### config.mk
export PLATFORM = sky130hd
export DESIGN_NAME = plic_prio
export DESIGN_NICKNAME = d
export VERILOG_FILES = /design/src/rtl/plic_pkg.sv /design/src/rtl/plic_arbiter.sv /design/src/rtl/plic_prio.sv
export SDC_FILE = /design/constraint.sdc
export NUM_CORES = 1
export LEC_CHECK = 0
export BUFFER_PORTS_ARGS = -buffer_cell sky130_fd_sc_hd__buf_2
export CAP_MARGIN = 15
export CORE_MARGIN = 4
export CORE_UTILIZATION = 30
export CTS_CLUSTER_DIAMETER = 200
export DETAILED_ROUTE_END_ITERATION = 8
export SYNTH_ARGS = -nofsm -noshare
export SYNTH_HDL_FRONTEND = slang
export SYNTH_SLANG_ARGS = --single-unit
export TNS_END_PERCENT = 5
### constraint.sdc
create_clock -name CLK -period 94.8 [get_ports CLK]
set_input_delay 4.74 -clock CLK [delete_from_list [all_inputs] [get_ports CLK]]
set_output_delay 4.74 -clock CLK [all_outputs]
set_load 0.02 [all_outputs]
### src/rtl/plic_pkg.sv
// Shared address map and helpers for the plic_prio interrupt controller.
package plic_pkg;

  localparam int unsigned PRIO_BASE   = 32'h0000_0000;
  localparam int unsigned PEND_BASE   = 32'h0000_1000;
  localparam int unsigned ENAB_BASE   = 32'h0000_2000;
  localparam int unsigned ENAB_STRIDE = 32'h0000_0080;
  localparam int unsigned CTX_BASE    = 32'h0020_0000;
  localparam int unsigned CTX_STRIDE  = 32'h0000_1000;
  localparam int unsigned CLAIM_OFS   = 32'h0000_0004;

  // Width able to hold IDs 0..n, where 0 means "no interrupt".
  function automatic int unsigned id_width(input int unsigned n);
    return $clog2(n + 1);
  endfunction

endpackage

### src/rtl/plic_arbiter.sv
// Per-context winner search: highest priority above threshold, lowest ID on ties.
module plic_arbiter
  import plic_pkg::*;
#(
  parameter int unsigned N      = 32,
  parameter int unsigned PRIO_W = 3,
  parameter int unsigned ID_W   = id_width(N)
) (
  input  logic [N-1:0]        cand,
  input  logic [N*PRIO_W-1:0] prio,
  input  logic [PRIO_W-1:0]   thr,
  output logic [ID_W-1:0]     winner
);

  logic [PRIO_W-1:0] best;

  // Seeding with the threshold makes "above threshold" and "beats best" one test;
  // strict compare keeps the earlier (lower) ID on a tie.
  always_comb begin
    best   = thr;
    winner = '0;
    for (int i = 0; i < N; i++) begin
      if (cand[i] && (prio[i*PRIO_W +: PRIO_W] > best)) begin
        best   = prio[i*PRIO_W +: PRIO_W];
        winner = ID_W'(i + 1);
      end
    end
  end

endmodule

### src/rtl/plic_prio.sv
// Platform-level interrupt controller with per-source priority and per-context claim.
// Optional build macro: PLIC_EDGE_TRIG_EN selects rising-edge instead of level gateways.
module plic_prio
  import plic_pkg::*;
#(
  parameter int unsigned N      = 32,
  parameter int unsigned CTX    = 1,
  parameter int unsigned PRIO_W = 3
) (
  input  logic           CLK,
  input  logic           RST,
  input  logic [31:0]    ADDR,
  input  logic [31:0]    WDATA,
  input  logic [3:0]     WE,
  input  logic           RE,
  output logic [31:0]    RDATA,
  output logic [CTX-1:0] EX_INT,
  input  logic [N-1:0]   interrupts
);

  localparam int unsigned ID_W = id_width(N);

  logic [N-1:0][PRIO_W-1:0]   prio_q, prio_d;
  logic [CTX-1:0][N-1:0]      en_q, en_d;
  logic [CTX-1:0][PRIO_W-1:0] thr_q, thr_d;
  logic [N-1:0]               pend_q, pend_d, fly_q, fly_d;
  logic [N-1:0]               gw_set, claim_mask, comp_mask;
  logic [CTX-1:0][ID_W-1:0]   winner;
  logic [CTX-1:0]             ex_int_q, ex_int_d;
  logic [31:0]                rdata_q, rdata_d, rd_val, byte_mask;
  logic [23:0]                a;
  logic [N-1:0]               prio_sel;
  logic                       pend_sel;
  logic [CTX-1:0]             en_sel, thr_sel, clm_sel;
  logic                       unused_sig;

  assign a          = ADDR[23:0];
  assign unused_sig = ^{ADDR[31:24], WDATA};
  assign byte_mask  = {{8{WE[3]}}, {8{WE[2]}}, {8{WE[1]}}, {8{WE[0]}}};

  // Exact-match decode: misaligned, ID 0, ID > N and ctx >= CTX all fall through to 0.
  always_comb begin
    prio_sel = '0;
    en_sel   = '0;
    thr_sel  = '0;
    clm_sel  = '0;
    pend_sel = (a == 24'(PEND_BASE));
    for (int k = 0; k < N; k++) begin
      prio_sel[k] = (a == 24'(PRIO_BASE + 4 * (k + 1)));
    end
    for (int c = 0; c < CTX; c++) begin
      en_sel[c]  = (a == 24'(ENAB_BASE + ENAB_STRIDE * c));
      thr_sel[c] = (a == 24'(CTX_BASE + CTX_STRIDE * c));
      clm_sel[c] = (a == 24'(CTX_BASE + CTX_STRIDE * c + CLAIM_OFS));
    end
  end

`ifdef PLIC_EDGE_TRIG_EN
  logic [N-1:0] src_q;

  always_ff @(posedge CLK or negedge RST) begin
    if (!RST) src_q <= '0;
    else      src_q <= interrupts;
  end

  assign gw_set = interrupts & ~src_q & ~fly_q;
`else
  assign gw_set = interrupts & ~fly_q;
`endif

  for (genvar c = 0; c < CTX; c++) begin : g_arb
    plic_arbiter #(
      .N      (N),
      .PRIO_W (PRIO_W),
      .ID_W   (ID_W)
    ) u_arb (
      .cand   (pend_q & en_q[c]),
      .prio   (prio_q),
      .thr    (thr_q[c]),
      .winner (winner[c])
    );
  end

  always_comb begin
    claim_mask = '0;
    comp_mask  = '0;
    for (int c = 0; c < CTX; c++) begin
      for (int i = 0; i < N; i++) begin
        if (RE && clm_sel[c] && (winner[c] == ID_W'(i + 1))) claim_mask[i] = 1'b1;
        if (WE[0] && clm_sel[c] && (WDATA[5:0] == 6'(i + 1))) comp_mask[i] = 1'b1;
      end
    end
  end

  // A claim in the same cycle as a source (re)assert wins: pending clears, in_flight sets.
  always_comb begin
    pend_d = (pend_q | gw_set) & ~claim_mask;
    fly_d  = (fly_q & ~comp_mask) | claim_mask;
    prio_d = prio_q;
    en_d   = en_q;
    thr_d  = thr_q;
    for (int k = 0; k < N; k++) begin
      if (WE[0] && prio_sel[k]) prio_d[k] = WDATA[PRIO_W-1:0];
    end
    for (int c = 0; c < CTX; c++) begin
      if (en_sel[c]) begin
        en_d[c] = (en_q[c] & ~byte_mask[N-1:0]) | (WDATA[N-1:0] & byte_mask[N-1:0]);
      end
      if (WE[0] && thr_sel[c]) thr_d[c] = WDATA[PRIO_W-1:0];
      ex_int_d[c] = |winner[c];
    end
  end

  always_comb begin
    rd_val = '0;
    if (pend_sel) rd_val = 32'(pend_q);
    for (int k = 0; k < N; k++) begin
      if (prio_sel[k]) rd_val = 32'(prio_q[k]);
    end
    for (int c = 0; c < CTX; c++) begin
      if (en_sel[c])  rd_val = 32'(en_q[c]);
      if (thr_sel[c]) rd_val = 32'(thr_q[c]);
      if (clm_sel[c]) rd_val = 32'(winner[c]);
    end
    rdata_d = RE ? rd_val : '0;
  end

  always_ff @(posedge CLK or negedge RST) begin
    if (!RST) begin
      prio_q   <= '0;
      en_q     <= '0;
      thr_q    <= '0;
      pend_q   <= '0;
      fly_q    <= '0;
      ex_int_q <= '0;
      rdata_q  <= '0;
    end else begin
      prio_q   <= prio_d;
      en_q     <= en_d;
      thr_q    <= thr_d;
      pend_q   <= pend_d;
      fly_q    <= fly_d;
      ex_int_q <= ex_int_d;
      rdata_q  <= rdata_d;
    end
  end

  assign EX_INT = ex_int_q;
  assign RDATA  = rdata_q;

endmodule

After elaboration in Yosys (flattened, before gate mapping)
Cells that the tools add are included.
{"block": "word_totals", "regBits": 228, "rom_bits": 0, "output_inout_bits": 33, "ramBits": 0, "inputBits": 103, "latchBits": 0, "wordCells": 479, "mem_count": 0}
{"block": "op_classes", "n_eq_ne": 100, "muxes": 164, "reduce_logical": 132, "order_cmp": 32, "n_addsub": 0, "div": 0, "mul": 0, "n_shift": 0, "bitwise": 13}
{"op": "2-to-1 mux 32 bit", "n": 37}
{"op": "equality test 24 x 7 -> 1 bit, second input constant", "n": 16}
{"op": "bitwise AND 32 bit", "n": 6}
{"op": "equality test 24 x 6 -> 1 bit, second input constant", "n": 8}
{"op": "equality test 6 x 5 -> 1 bit, second input constant", "n": 32}
{"op": "logical AND 1 bit", "n": 131}
{"op": "inverter 32 bit", "n": 4}
{"op": "2-to-1 mux 3 bit", "n": 35}
{"op": "equality test 24 x 5 -> 1 bit, second input constant", "n": 4}
{"op": "equality test 6 x 4 -> 1 bit, second input constant", "n": 16}
{"op": "> comparator 3 bit", "n": 32}
{"op": "bitwise OR 32 bit", "n": 3}
{"op": "2-to-1 mux 5 bit", "n": 16}
{"op": "2-to-1 mux 1 bit", "n": 65}
{"op": "equality test 24 x 22 -> 1 bit, second input constant", "n": 2}
{"op": "equality test 24 x 4 -> 1 bit, second input constant", "n": 2}
{"op": "equality test 6 x 3 -> 1 bit, second input constant", "n": 8}
{"op": "2-to-1 mux 4 bit", "n": 8}
{"op": "equality test 24 x 13 -> 1 bit, second input constant", "n": 1}
{"op": "equality test 24 x 14 -> 1 bit, second input constant", "n": 1}
{"op": "equality test 24 x 3 -> 1 bit, second input constant", "n": 1}
{"op": "equality test 24 x 8 -> 1 bit, second input constant", "n": 1}
{"op": "equality test 6 x 2 -> 1 bit, second input constant", "n": 4}
{"op": "equality test 6 x 1 -> 1 bit, second input constant", "n": 2}
{"op": "4 further kinds", "n": 6}

Logic depth before layout (Yosys ltp)
Gate-level depths: netlist of the first run.
{"block": "depth", "ltp_word": 101, "mapped_depth": 247}

Cells and area by module
Synthesis of the first run repeated with hierarchy kept, for this count alone.
{"block": "hier_totals", "cells_unflattened": 1806, "area_unflattened_um2": 15606.2}
{"mod": "plic_prio", "cells_each": 1039, "seq_area_each_um2": 5705.5, "area_per_inst_um2": 10820.4, "n_inst": 1}
{"mod": "plic_arbiter", "cells_each": 767, "seq_area_each_um2": 0.0, "area_per_inst_um2": 4785.8, "n_inst": 1}

Worst setup path after synthesis of the first run
No wires, ideal clock.
{"block": "synth_path", "path_kind": "register -> register", "startpoint": "reg prio_q[1] in the netlist's numbering", "endpoint": "reg pend_q[2]", "t_arrival_ns": 40.397, "required_time_ns": 94.662, "n_path_buf": 2, "setup_slack_ns": 54.266, "stages_incl_launch_ff": 233, "setup_time_ns": 0.138, "synth_period_minus_slack_ns": 40.534, "cell_sequence": "dfrtp_1 -> ha_1 -> nor2b_2 -> o311a_1 -> nand2_1 -> nor2_1 -> a21oi_1 -> inv_1 -> ha_1 -> nor2_1 -> a22o_1 -> a31oi_1 -> or4_1 -> and2_1 -> ha_1 -> nor2_1 -> o221a_2 -> a2bb2oi_1 -> [... 197 more ...] -> ha_1 -> nor2b_1 -> o21ai_0 -> nand2b_1 -> nand4_1 -> nor2_1 -> a21o_1 -> ha_1 -> nor2b_1 -> o21ai_0 -> nand2b_1 -> and4_1 -> clkbuf_1 -> nor2_1 -> and2_1 -> nand3b_1 -> nor3_1 -> a21oi_1"}
{"block": "synth_between", "elab_chain_len": 101, "elab_cells_between_ends": 132, "classes_between": "32 x order compare; 1 x eq/ne; 64 x mux; 2 x bitwise; 33 x reduce/logical"}
{"item": "start, declared", "line": "plic_prio.sv:23", "text": "logic [N-1:0][PRIO_W-1:0] prio_q, prio_d;"}
{"item": "start signal, assigned", "line": "plic_prio.sv:138", "text": "prio_q <= prio_d;"}
{"item": "> comparator 3 bit", "line": "plic_arbiter.sv:23", "text": "if (cand[i] && (prio[i*PRIO_W +: PRIO_W] > best)) begin"}
{"item": "logical AND 1 bit", "line": "plic_arbiter.sv:23"}
{"item": "2-to-1 mux 3 bit", "line": "plic_arbiter.sv:23"}
{"item": "> comparator 3 bit", "line": "plic_arbiter.sv:23"}
{"item": "logical AND 1 bit", "line": "plic_arbiter.sv:23"}
{"item": "2-to-1 mux 3 bit", "line": "plic_arbiter.sv:23"}
{"item": "> comparator 3 bit", "line": "plic_arbiter.sv:23"}
{"item": "logical AND 1 bit", "line": "plic_arbiter.sv:23"}
{"item": "[... 86 more ...]"}
{"item": "logical AND 1 bit", "line": "plic_arbiter.sv:23"}
{"item": "2-to-1 mux 6 bit (*)", "line": "plic_arbiter.sv:23"}
{"item": "equality test 6 x 2 -> 1 bit (*)", "line": "plic_prio.sv:89", "text": "if (RE && clm_sel[c] && (winner[c] == ID_W'(i + 1))) claim_mask[i] = 1'b1;"}
{"item": "logical AND 1 bit (*)", "line": "plic_prio.sv:89"}
{"item": "2-to-1 mux 1 bit (*)", "line": "plic_prio.sv:89"}
{"item": "inverter 32 bit (*)", "line": "plic_prio.sv:97", "text": "pend_d = (pend_q | gw_set) & ~claim_mask;"}
{"item": "bitwise AND 32 bit (*)", "line": "plic_prio.sv:97"}
{"item": "net pend_d[2]", "line": "plic_prio.sv:26", "text": "logic [N-1:0] pend_q, pend_d, fly_q, fly_d;"}
{"item": "end signal, assigned", "line": "plic_prio.sv:141", "text": "pend_q <= pend_d;"}
{"item": "end, declared", "line": "plic_prio.sv:26"}
The timed path passes the listed nets; every way through them passes the cells marked *.
A chain may end at the register's enable or synchronous reset.

Final worst setup path of the first run
{"block": "layout_path", "startpoint": "reg thr_q[2] in the netlist's numbering", "endpoint": "reg pend_q[1]"}
{"block": "layout_between", "elab_chain_len": 101, "elab_cells_between_ends": 132, "classes_between": "32 x order compare; 1 x eq/ne; 64 x mux; 2 x bitwise; 33 x reduce/logical"}
{"item": "start, declared", "line": "plic_prio.sv:25", "text": "logic [CTX-1:0][PRIO_W-1:0] thr_q, thr_d;"}
{"item": "start signal, assigned", "line": "plic_prio.sv:140", "text": "thr_q <= thr_d;"}
{"item": "> comparator 3 bit", "line": "plic_arbiter.sv:23"}
{"item": "logical AND 1 bit", "line": "plic_arbiter.sv:23"}
{"item": "2-to-1 mux 3 bit", "line": "plic_arbiter.sv:23"}
{"item": "> comparator 3 bit", "line": "plic_arbiter.sv:23"}
{"item": "logical AND 1 bit", "line": "plic_arbiter.sv:23"}
{"item": "2-to-1 mux 3 bit", "line": "plic_arbiter.sv:23"}
{"item": "> comparator 3 bit", "line": "plic_arbiter.sv:23"}
{"item": "logical AND 1 bit", "line": "plic_arbiter.sv:23"}
{"item": "[... 86 more ...]"}
{"item": "logical AND 1 bit", "line": "plic_arbiter.sv:23"}
{"item": "2-to-1 mux 6 bit (*)", "line": "plic_arbiter.sv:23"}
{"item": "equality test 6 x 2 -> 1 bit (*)", "line": "plic_prio.sv:89"}
{"item": "logical AND 1 bit (*)", "line": "plic_prio.sv:89"}
{"item": "2-to-1 mux 1 bit (*)", "line": "plic_prio.sv:89"}
{"item": "inverter 32 bit (*)", "line": "plic_prio.sv:97"}
{"item": "bitwise AND 32 bit (*)", "line": "plic_prio.sv:97"}
{"item": "net pend_d[1]", "line": "plic_prio.sv:26"}
Marked as above.

==> flow_metrics.py, run 1 <==
metrics = {
    "global_routing": {
        "grt_pass1_wl_microns": 81900,
        "antenna_found_initial": 3,
        "grt_use_total": 0.191,
        "grt_pass1_vias": 14100,
        "grt_overflow": 0,
        "grt_max_degree": 101,
    },
    "clock_network": {
        "cts_buffers": 27,
        "cts_setup_buffers": 0,
        "clkSinkCount": 228,
        "clk_pin_slew_worst_paths_ns": 0.06,
        "clock_path_buffers": 3,
        "cts_resized": 0,
        "htree_levels": 1,
        "clk_latency_ns": 0.57,
        "postCtsHoldBufs": 0,
        "cts_tree": "built",
        "root_buffer": "clkbuf_16",
    },
    "pwr": {
        "cellLeakagePower_uw": 0.00774,
        "pwr-share-clk": 0.507,
        "pwr-share-seq": 0.459,
        "irDropWorstVdd_mv": 0.0128,
        "p_per_area_nw_per_um2": 12.2,
        "switchingPower_uw": 49.1,
        "comb_power_share": 0.034,
        "switching_share": 0.231,
        "p_int_uw": 163,
    },
    "sta": {
        "slew_viol_final": 0,
        "max_freq_mhz": 20.8,
        "min_period_over_period": 0.507,
        "final_hold_viol_count": 0,
        "period_needed_ns": 48.02,
        "clock_skew_ns": 0.0168,
        "grt_setup_unrepaired": "false",
        "tightest_slew_ns": 0.932,
        "setup_viol": 0,
        "setup-tns-final_ns": 0,
        "slew_headroom": 0.379,
    },
    "route": {
        "drc": 0,
        "dr.first_iter.drc_count": 1251,
        "routedWlPerCell_microns": 21.5,
        "wirelength_microns": 53400,
        "vias": 14200,
        "via_per_inst": 5.72,
        "firstDrtPassIters": 8,
        "ant_nets": 0,
    },
    "critical_path": {
        "worst_setup_path_start_kind": "flop",
        "worstPathRequired_ns": 95.22,
        "critPathSlowestCell": "nor3_1",
        "crit_path_end_kind": "flop",
        "crit_path_max_incr_delay_ns": 0.69,
        "path_common_cell": "nor2_1",
        "crit_arrival_ns": 48.44,
        "path_max_fanout": 9,
        "path_class": "reg -> reg",
    },
    "placement": {
        "port_buffers": 127,
        "dpl.hpwl_microns": 41200,
        "gp_congestion": 0.925,
    },
    "synth": {
        "ys_ff_latch": 228,
        "synth.avg_cell_area_sq_um": 8.92,
        "async_flop_share": 1.00,
        "synth_edf_count": 0,
        "synth_warnings": 0,
        "syn_inst": 1688,
        "synth_nets": 1829,
        "netlist_area_sq_um": 15100,
        "synthFlopType": "dfrtp_1",
        "ys_seq_area_frac": 0.379,
        "synth_cell_type_count": 96,
    },
    "outcome": {
        "status": "finished, final reports clean",
    },
    "cells_and_area": {
        "nets": 1946,
        "drive_above_1_share": 0.194,
        "syn_to_final_growth_pct": 15.2,
        "fin_util": 0.352,
        "diodes": 0,
        "layout_commonest_cell": "dfrtp_1",
        "final_cell_mix": "dfrtp_1 (228), nor2_1 (180), nand2_1 (157), mux2_2 (135), buf_2 (126)",
    },
    "worst_hold_path": {
        "worstHoldPathType": "reg -> reg",
    },
    "floorplan": {
        "initial_core_util": 0.306,
        "die_h_microns": 232,
        "dieArea_sq_um": 53800,
        "io_pins": 136,
        "rows": 81,
        "die_x_microns": 232,
        "core_area_sq_um": 49300,
    },
    "job": {
        "cap_violations": 0,
    },
}
-- final cells by class --
type	count	area, sq um
inverter	91	342
timing repair buffer	135	709
fill	5117	31900
multi-input combinational	1322	8840
clock buffer	36	749
clock inverter	12	163
tap	664	831
sequential	228	5710
-- cells by family after synthesis --
logic type               share of synthesized area
AO/OA/AOI/OAI                                0.238
adder cells (fa/ha/maj)                     0.0389
multiplexers                                 0.111
AND/OR/NAND/NOR                              0.199
buffers and inverters                       0.0348
flip-flops                                   0.379
-- metal layers --
metal,vias up,part of all wire,track usage,wire length [microns]
met5,-,0.00066,0,35
met4,6,0.020,0.0377,1050
met3,80,0.080,0.0399,4270
met2,520,0.43,0.295,23200
met1,7021,0.46,0.279,24800
li1,6605,-,-,-
-- stage by stage --
step / hold slack [ns] / instances / area [sq um] / total power (uW) / setup slack, ns
2_1_floorplan: 0.446 / 1688 / 15100 / 101 / 54.27
3_3_place_gp: 0.459 / 2439 / 16400 / 106 / 48.64
3_5_place_dp: 0.496 / 2440 / 16400 / 106 / 47.67
4_1_cts: 0.510 / 2488 / 17300 / 215 / 47.46
5_1_grt: 0.532 / 2488 / 17300 / 219 / 42.73
6_report: 0.504 / 2488 / 17300 / 212 / 46.78
-- worst paths after layout --
check / cells past startpoint / slack [ns] / startpoint / endpoint
setup / recovery: 227 / 46.78 / thr_q[2] / pend_q[1]
hold / removal: 2 / 0.50 / fly_q[27] / fly_q[27]
setup reg to reg: 227 / 46.78 / thr_q[2] / pend_q[1]
hold reg to reg: 2 / 0.50 / fly_q[27] / fly_q[27]
max in group asynchronous: 2 / 89.14 / RST / asynchronous set/reset pin
min in group asynchronous: 1 / 4.19 / RST / RDATA[8]
-- power groups by stage --
| stage | combinational [uW] | clock (uW) | sequential [uW] |
|---|---|---|---|
| 2_1_floorplan | 1.68 | 0 | 99.1 |
| 3_3_place_gp | 7.22 | 0 | 99.1 |
| 3_5_place_dp | 7.29 | 0 | 99.1 |
| 4_1_cts | 7.31 | 110 | 97.3 |
| 5_1_grt | 8.04 | 113 | 97.3 |
| 6_report | 7.18 | 108 | 97.3 |
-- synthesized netlist by cell type (30+ instances only) --
cell type	n	area share
nor2_1	180	0.045
nand2_1	157	0.039
nand3_1	61	0.020
dfrtp_1	228	0.38
a22oi_1	40	0.020
ha_1	38	0.032
o31ai_1	30	0.015
mux2_2	135	0.10
a21oi_1	101	0.034
o21ai_0	83	0.028
and2_1	36	0.015
inv_1	91	0.023
clkbuf_1	40	0.010
nor3_1	34	0.011
a31oi_1	36	0.015
-- critical path, delay by kind of cell, from the launching register on --
| kind | cells | cell delay, ns |
|---|---|---|
| and+or+nand+nor | 98 | 17.12 |
| DFF | 1 | 0.42 |
| AOI/OAI and AO/OA | 77 | 16.25 |
| muxes | 5 | 1.80 |
| buffers and inverters | 6 | 0.52 |
| adders and majority gates | 41 | 11.69 |
Power figures use the tool's default switching activity.
==> run 2, diff against run 1 <==
==> constraint.sdc (replaced) <==
create_clock -name CLK -period 46.3 [get_ports CLK]
set_input_delay 2.315 -clock CLK [delete_from_list [all_inputs] [get_ports CLK]]
set_output_delay 2.315 -clock CLK [all_outputs]
set_load 0.02 [all_outputs]
==> flow_metrics.py, run 2 (synthesis results as in run 1) <==
metrics = {
    "outcome": {
        "status": "finished, final reports clean",
    },
    "placement": {
        "port_buffers": 127,
        "place_inst": 2442,
        "gp_congestion": 0.918,
        "place_ws_ns": -0.395,
        "dpl_cell_area_sq_um": 16400,
        "dpl.hpwl_microns": 40800,
    },
    "cells_and_area": {
        "layout_commonest_cell": "dfrtp_1",
        "final_cell_mix": "dfrtp_1 (227), nor2_1 (159), nand2_1 (157), mux2_2 (135), buf_2 (126)",
        "fin_cells": 2511,
        "nets": 1974,
        "drive_above_1_share": 0.241,
        "diodes": 0,
        "syn_to_final_growth_pct": 18.5,
        "fin_area_sq_um": 17800,
    },
    "worst_hold_path": {
        "hold_start": "fly_q[31]",
        "worstHoldPathType": "reg -> reg",
    },
    "sta": {
        "max_freq_mhz": 23.0,
        "slew_headroom": 0.341,
        "setup_slack_ns": 2.82,
        "hold_ws_ns": 0.484,
        "slew_viol_final": 0,
        "min_period_over_period": 0.939,
        "clock_skew_ns": 0.0158,
        "setup_viol": 0,
        "period_needed_ns": 43.48,
        "tightest_slew_ns": 0.988,
        "final_hold_viol_count": 0,
    },
    "clock_network": {
        "postCtsHoldBufs": 0,
        "htree_levels": 1,
        "cts_buffers": 26,
        "clk_pin_slew_worst_paths_ns": 0.07,
        "root_buffer": "clkbuf_16",
        "cts_tree": "built",
        "clock_path_buffers": 3,
        "clkSinkCount": 228,
        "clk_latency_ns": 0.56,
    },
    "route": {
        "ant_nets": 0,
        "wirelength_microns": 53700,
        "drc": 0,
        "via_per_inst": 5.77,
        "routedWlPerCell_microns": 21.4,
        "firstDrtPassIters": 8,
        "vias": 14500,
        "dr.first_iter.drc_count": 1416,
    },
    "critical_path": {
        "critPathSlowestCell": "or4_1",
        "crit_path_start": "prio_q[1]",
        "path_common_cell": "ha_1",
        "worstPathRequired_ns": 46.71,
        "path_max_fanout": 8,
        "crit_path_end_kind": "flop",
        "crit_path_max_incr_delay_ns": 0.53,
        "crit_arrival_ns": 43.90,
        "worst_setup_path_start_kind": "flop",
        "path_class": "reg -> reg",
        "r2r-start": "prio_q[1]",
    },
    "floorplan": {
        "die_h_microns": 232,
        "dieArea_sq_um": 53800,
        "die_x_microns": 232,
        "initial_core_util": 0.306,
        "core_area_sq_um": 49300,
        "rows": 81,
        "io_pins": 136,
    },
    "global_routing": {
        "grt_max_degree": 119,
        "grt_use_total": 0.191,
        "grt_pass1_wl_microns": 81200,
        "antenna_found_initial": 3,
        "grt_overflow": 0,
        "grt_pass1_vias": 14000,
    },
    "pwr": {
        "total_power_uw": 420,
        "p_int_uw": 323,
        "pwr-share-seq": 0.474,
        "cellLeakagePower_uw": 0.00786,
        "pwr-share-clk": 0.490,
        "p_per_area_nw_per_um2": 23.6,
        "comb_power_share": 0.035,
        "switchingPower_uw": 97.2,
        "switching_share": 0.231,
        "irDropWorstVdd_mv": 0.0311,
    },
    "job": {
        "cap_violations": 0,
    },
}
-- run 2: changes by cell type in the layout (fill, tap and decap cells not counted), moves of 5 or more --
cell / delta
a211oi_1: -5
a211oi_2: +5
buf_4: +30
nor2_1: -21
nor2_2: +17
o21ai_0: -6
-- run 2: worst paths after layout --
path / slack [ns] / to / depth (start not counted)
setup reg to reg: 2.82 / pend_q[2] / 237
max in group asynchronous: 42.96 / prio_q[63] / 2
hold / removal: 0.48 / fly_q[31] / 2
min in group asynchronous: 1.84 / RDATA[8] / 1
setup / recovery: 2.82 / pend_q[2] / 237
hold reg to reg: 0.48 / fly_q[31] / 2
-- run 2: metal layers --
metal / vias up / GRT usage / wire [microns] / share of wire
li1: 6645 / - / - / -
met1: 7196 / 0.277 / 24500 / 0.46
met2: 564 / 0.293 / 23400 / 0.44
met3: 74 / 0.0450 / 4840 / 0.090
met4: 6 / 0.0346 / 899 / 0.017
met5: - / 0 / 37 / 0.00069
-- run 2: stage by stage --
stage | setup TNS [ns] | utilization
global route | -8.83 | 0.362
CTS | 0 | 0.352
detailed placement | -7.79 | 0.334
finish | 0 | 0.362
floorplan | 0 | -
global placement | 0 | 0.334
-- run 2: power groups by stage --
stage | clock network (uW) | registers, uW | logic (uW)
4_1_cts | 210 | 199 | 15.0
6_report | 206 | 199 | 14.8
5_1_grt | 217 | 199 | 16.4
2_1_floorplan | 0 | 203 | 3.43
3_5_place_dp | 0 | 203 | 15.0
3_3_place_gp | 0 | 203 | 14.8
-- run 2: cell type report --
cell class / count / area [sq um]
fill: 5042 / 31400
multi-input combinational: 1322 / 9210
sequential: 228 / 5710
timing repair buffer: 164 / 923
tap: 664 / 831
clock buffer: 35 / 724
inverter: 91 / 342
clock inverter: 7 / 103
-- run 2: repair_timing --
item / CTS / global route
setup endpoints to repair: 67 / 71
buffers inserted: 1 / 26
pin swaps: 1 / 21
gates resized for setup: 8 / 84
gates cloned: 0 / 0
-- run 2: critical path: cells and delay by family (launching register included) --
family / cells / cell delay (ns)
simple gates: 100 / 14.52
compound gates: 84 / 14.48
fa+ha+maj: 40 / 11.50
mux: 5 / 1.56
buf+inv: 8 / 0.75
flops: 1 / 0.45
==> run 3, diff against run 2 <==
--- a/config.mk
+++ b/config.mk
@@ -13,5 +13,6 @@
 export DETAILED_ROUTE_END_ITERATION = 8
 export SYNTH_ARGS = -nofsm -noshare
 export SYNTH_HDL_FRONTEND = slang
+export SYNTH_HIERARCHICAL = 1
 export SYNTH_SLANG_ARGS = --single-unit
 export TNS_END_PERCENT = 5
==> flow_metrics.py, run 3 <==
metrics = {
    "floorplan": {
        "initial_core_util": 0.304,
        "dieArea_sq_um": 55700,
        "die_x_microns": 236,
        "core_area_sq_um": 51400,
        "rows": 83,
        "die_h_microns": 236,
        "io_pins": 136,
    },
    "clock_network": {
        "clk_pin_slew_worst_paths_ns": 0.06,
        "root_buffer": "clkbuf_16",
        "clkSinkCount": 228,
        "clk_latency_ns": 0.53,
        "cts_tree": "built",
        "cts_buffers": 24,
        "postCtsHoldBufs": 0,
        "clock_path_buffers": 3,
        "htree_levels": 1,
    },
    "cells_and_area": {
        "fin_cells": 2612,
        "nets": 2056,
        "syn_to_final_growth_pct": 14.8,
        "fin_util": 0.348,
        "regArea_sq_um": 5710,
        "drive_above_1_share": 0.202,
        "multi_input_area_sq_um": 9470,
        "layout_commonest_cell": "dfrtp_1",
        "fin_area_sq_um": 17900,
        "fillCellCount": 5272,
        "final_cell_mix": "dfrtp_1 (228), nand2_1 (194), nor2_1 (163), o21ai_0 (144), a21oi_1 (135)",
    },
    "synth": {
        "netlist_area_sq_um": 15600,
        "synthTopCellsByArea": "dfrtp_1 (37%), mux2_2 (9.2%), nand2_1 (4.7%)",
        "synth_top_area_cell": "dfrtp_1",
        "synthTopCellsByCount": "dfrtp_1 (228), nand2_1 (194), nor2_1 (166)",
        "synth_top_area_share": 0.366,
        "syn_inst": 1806,
        "synth_cell_type_count": 104,
        "ys_seq_area_frac": 0.366,
        "synth_nets": 1947,
        "synthFlopType": "dfrtp_1",
        "synth_warnings": 6,
        "synth_edf_count": 0,
        "synth.avg_cell_area_sq_um": 8.64,
        "synth.most_common_cell": "dfrtp_1",
        "async_flop_share": 1.00,
        "ys_ff_latch": 228,
    },
    "route": {
        "routedWlPerCell_microns": 21.0,
        "met1_length_microns": 23900,
        "dr_wl_met2_microns": 26100,
        "dr.first_iter.drc_count": 1232,
        "firstDrtPassIters": 6,
        "met3WireLength_microns": 3000,
        "drc": 0,
        "ant_nets": 0,
        "via_per_inst": 5.67,
        "vias": 14800,
        "wirelength_microns": 54700,
        "top_layer": "met4",
    },
    "sta": {
        "final_hold_viol_count": 0,
        "period_needed_ns": 42.89,
        "min_period_over_period": 0.926,
        "hold_ws_ns": 0.507,
        "tightest_slew_ns": 1.10,
        "setup_slack_ns": 3.41,
        "setup_viol": 0,
        "slew_viol_final": 0,
        "max_freq_mhz": 23.3,
        "clock_skew_ns": 0.0128,
        "slew_headroom": 0.261,
    },
    "pwr": {
        "p_per_area_nw_per_um2": 23.2,
        "cellLeakagePower_uw": 0.00763,
        "irDropWorstVdd_mv": 0.0257,
    },
    "global_routing": {
        "grt_pass1_wl_microns": 83700,
        "grt_use_total": 0.186,
        "grt_max_degree": 103,
        "grt_pass1_vias": 14300,
        "antenna_found_initial": 5,
        "grt_overflow": 0,
    },
    "critical_path": {
        "path_class": "reg -> reg",
        "path_common_cell": "nor2_1",
        "worstPathRequired_ns": 46.68,
        "worst_setup_path_start_kind": "flop",
        "crit_path_max_incr_delay_ns": 0.57,
        "critPathSlowestCell": "a2111oi_1",
        "crit_path_end_kind": "flop",
        "r2r_slack_ns": 3.41,
        "path_max_fanout": 9,
        "crit_arrival_ns": 43.27,
    },
    "placement": {
        "dpl.hpwl_microns": 41500,
        "port_buffers": 127,
        "place_inst": 2568,
        "dpl_cell_area_sq_um": 17000,
        "gp_congestion": 0.960,
        "place_ws_ns": 2.32,
    },
    "worst_hold_path": {
        "worstHoldPathType": "reg -> reg",
    },
    "job": {
        "cap_violations": 0,
    },
    "outcome": {
        "status": "finished, final reports clean",
    },
}
==> run 3: changes by cell type in the layout (fill, tap and decap cells not counted), moves of 12 or more <==
cell      change
buf_4        -24
and3_1       -14
mux2_1       +12
o31ai_1      -16
nand4_1      -12
nand2_1      +37
a31oi_1      -15
nor2_2       -15
and2_1       +25
o21ai_0      +67
o211ai_1     -14
a21oi_1      +38
o211a_1      -15
nand2b_1     +13
==> run 3: layout make-up <==
type | count | area share
well taps | 680 | 0.0475
clock buffers | 35 | 0.0398
flip-flops and latches | 228 | 0.319
inverters | 90 | 0.0189
diodes | 1 | 0.000140
multi-input cells | 1431 | 0.528
clock inverters | 7 | 0.00517
repair buffers | 140 | 0.0415
==> run 3: power by group <==
group	leakage (uW)	total (uW)	switching, uW	internal, uW
clock network	0.000399	199	81.4	118
registers	0.00302	199	0.000337	199
logic	0.00421	17.7	13.1	4.63
total	0.00763	416	94.5	322
==> run 3: repair_timing <==
| action | in CTS | in global routing |
|---|---|---|
| endpoints found under the setup margin | 0 | 71 |
| gates resized for setup | 0 | 26 |
| setup buffers | 0 | 1 |
==> run 3: metal layers <==
layer	track usage	up-vias
met5	0	-
met4	0.0546	0
met3	0.0187	103
met2	0.315	567
met1	0.252	7236
li1	-	6902
==> run 3: logic make-up after synthesis <==
| group | Yosys count | synth area share |
|---|---|---|
| simple gates | 670 | 0.211 |
| buf+inv | 147 | 0.0359 |
| flops | 228 | 0.366 |
| fa+ha+maj | 42 | 0.0330 |
| mux | 149 | 0.108 |
| compound gates | 570 | 0.246 |
==> run 3: path summary, 6_finish.rpt <==
check                              start                         end  depth (start not counted)
worst max register to register  thr_q[2]                  pend_q[26]                        214
max in group asynchronous            RST  asynchronous set/reset pin                          3
worst min register to register      flop                        flop                          1
min in group asynchronous            RST                  pend_q[29]                          1
worst min-delay path                flop                        flop                          1
worst max-delay path            thr_q[2]                  pend_q[26]                        214
==> run 3: critical path, delay by kind of cell (launching register included) <==
| family | cells | cell delay (ns) |
|---|---|---|
| fa+ha+maj | 35 | 9.65 |
| simple gates | 82 | 11.75 |
| flops | 1 | 0.55 |
| buf+inv | 4 | 0.36 |
| compound gates | 87 | 18.26 |
| mux | 6 | 2.11 |
==> run 3: per-stage QoR <==
stage | power, uW | setup TNS (ns)
detailed placement | 221 | 0
finish | 416 | 0
global route | 429 | -0.578
floorplan | 209 | 0
global placement | 220 | 0
CTS | 420 | 0
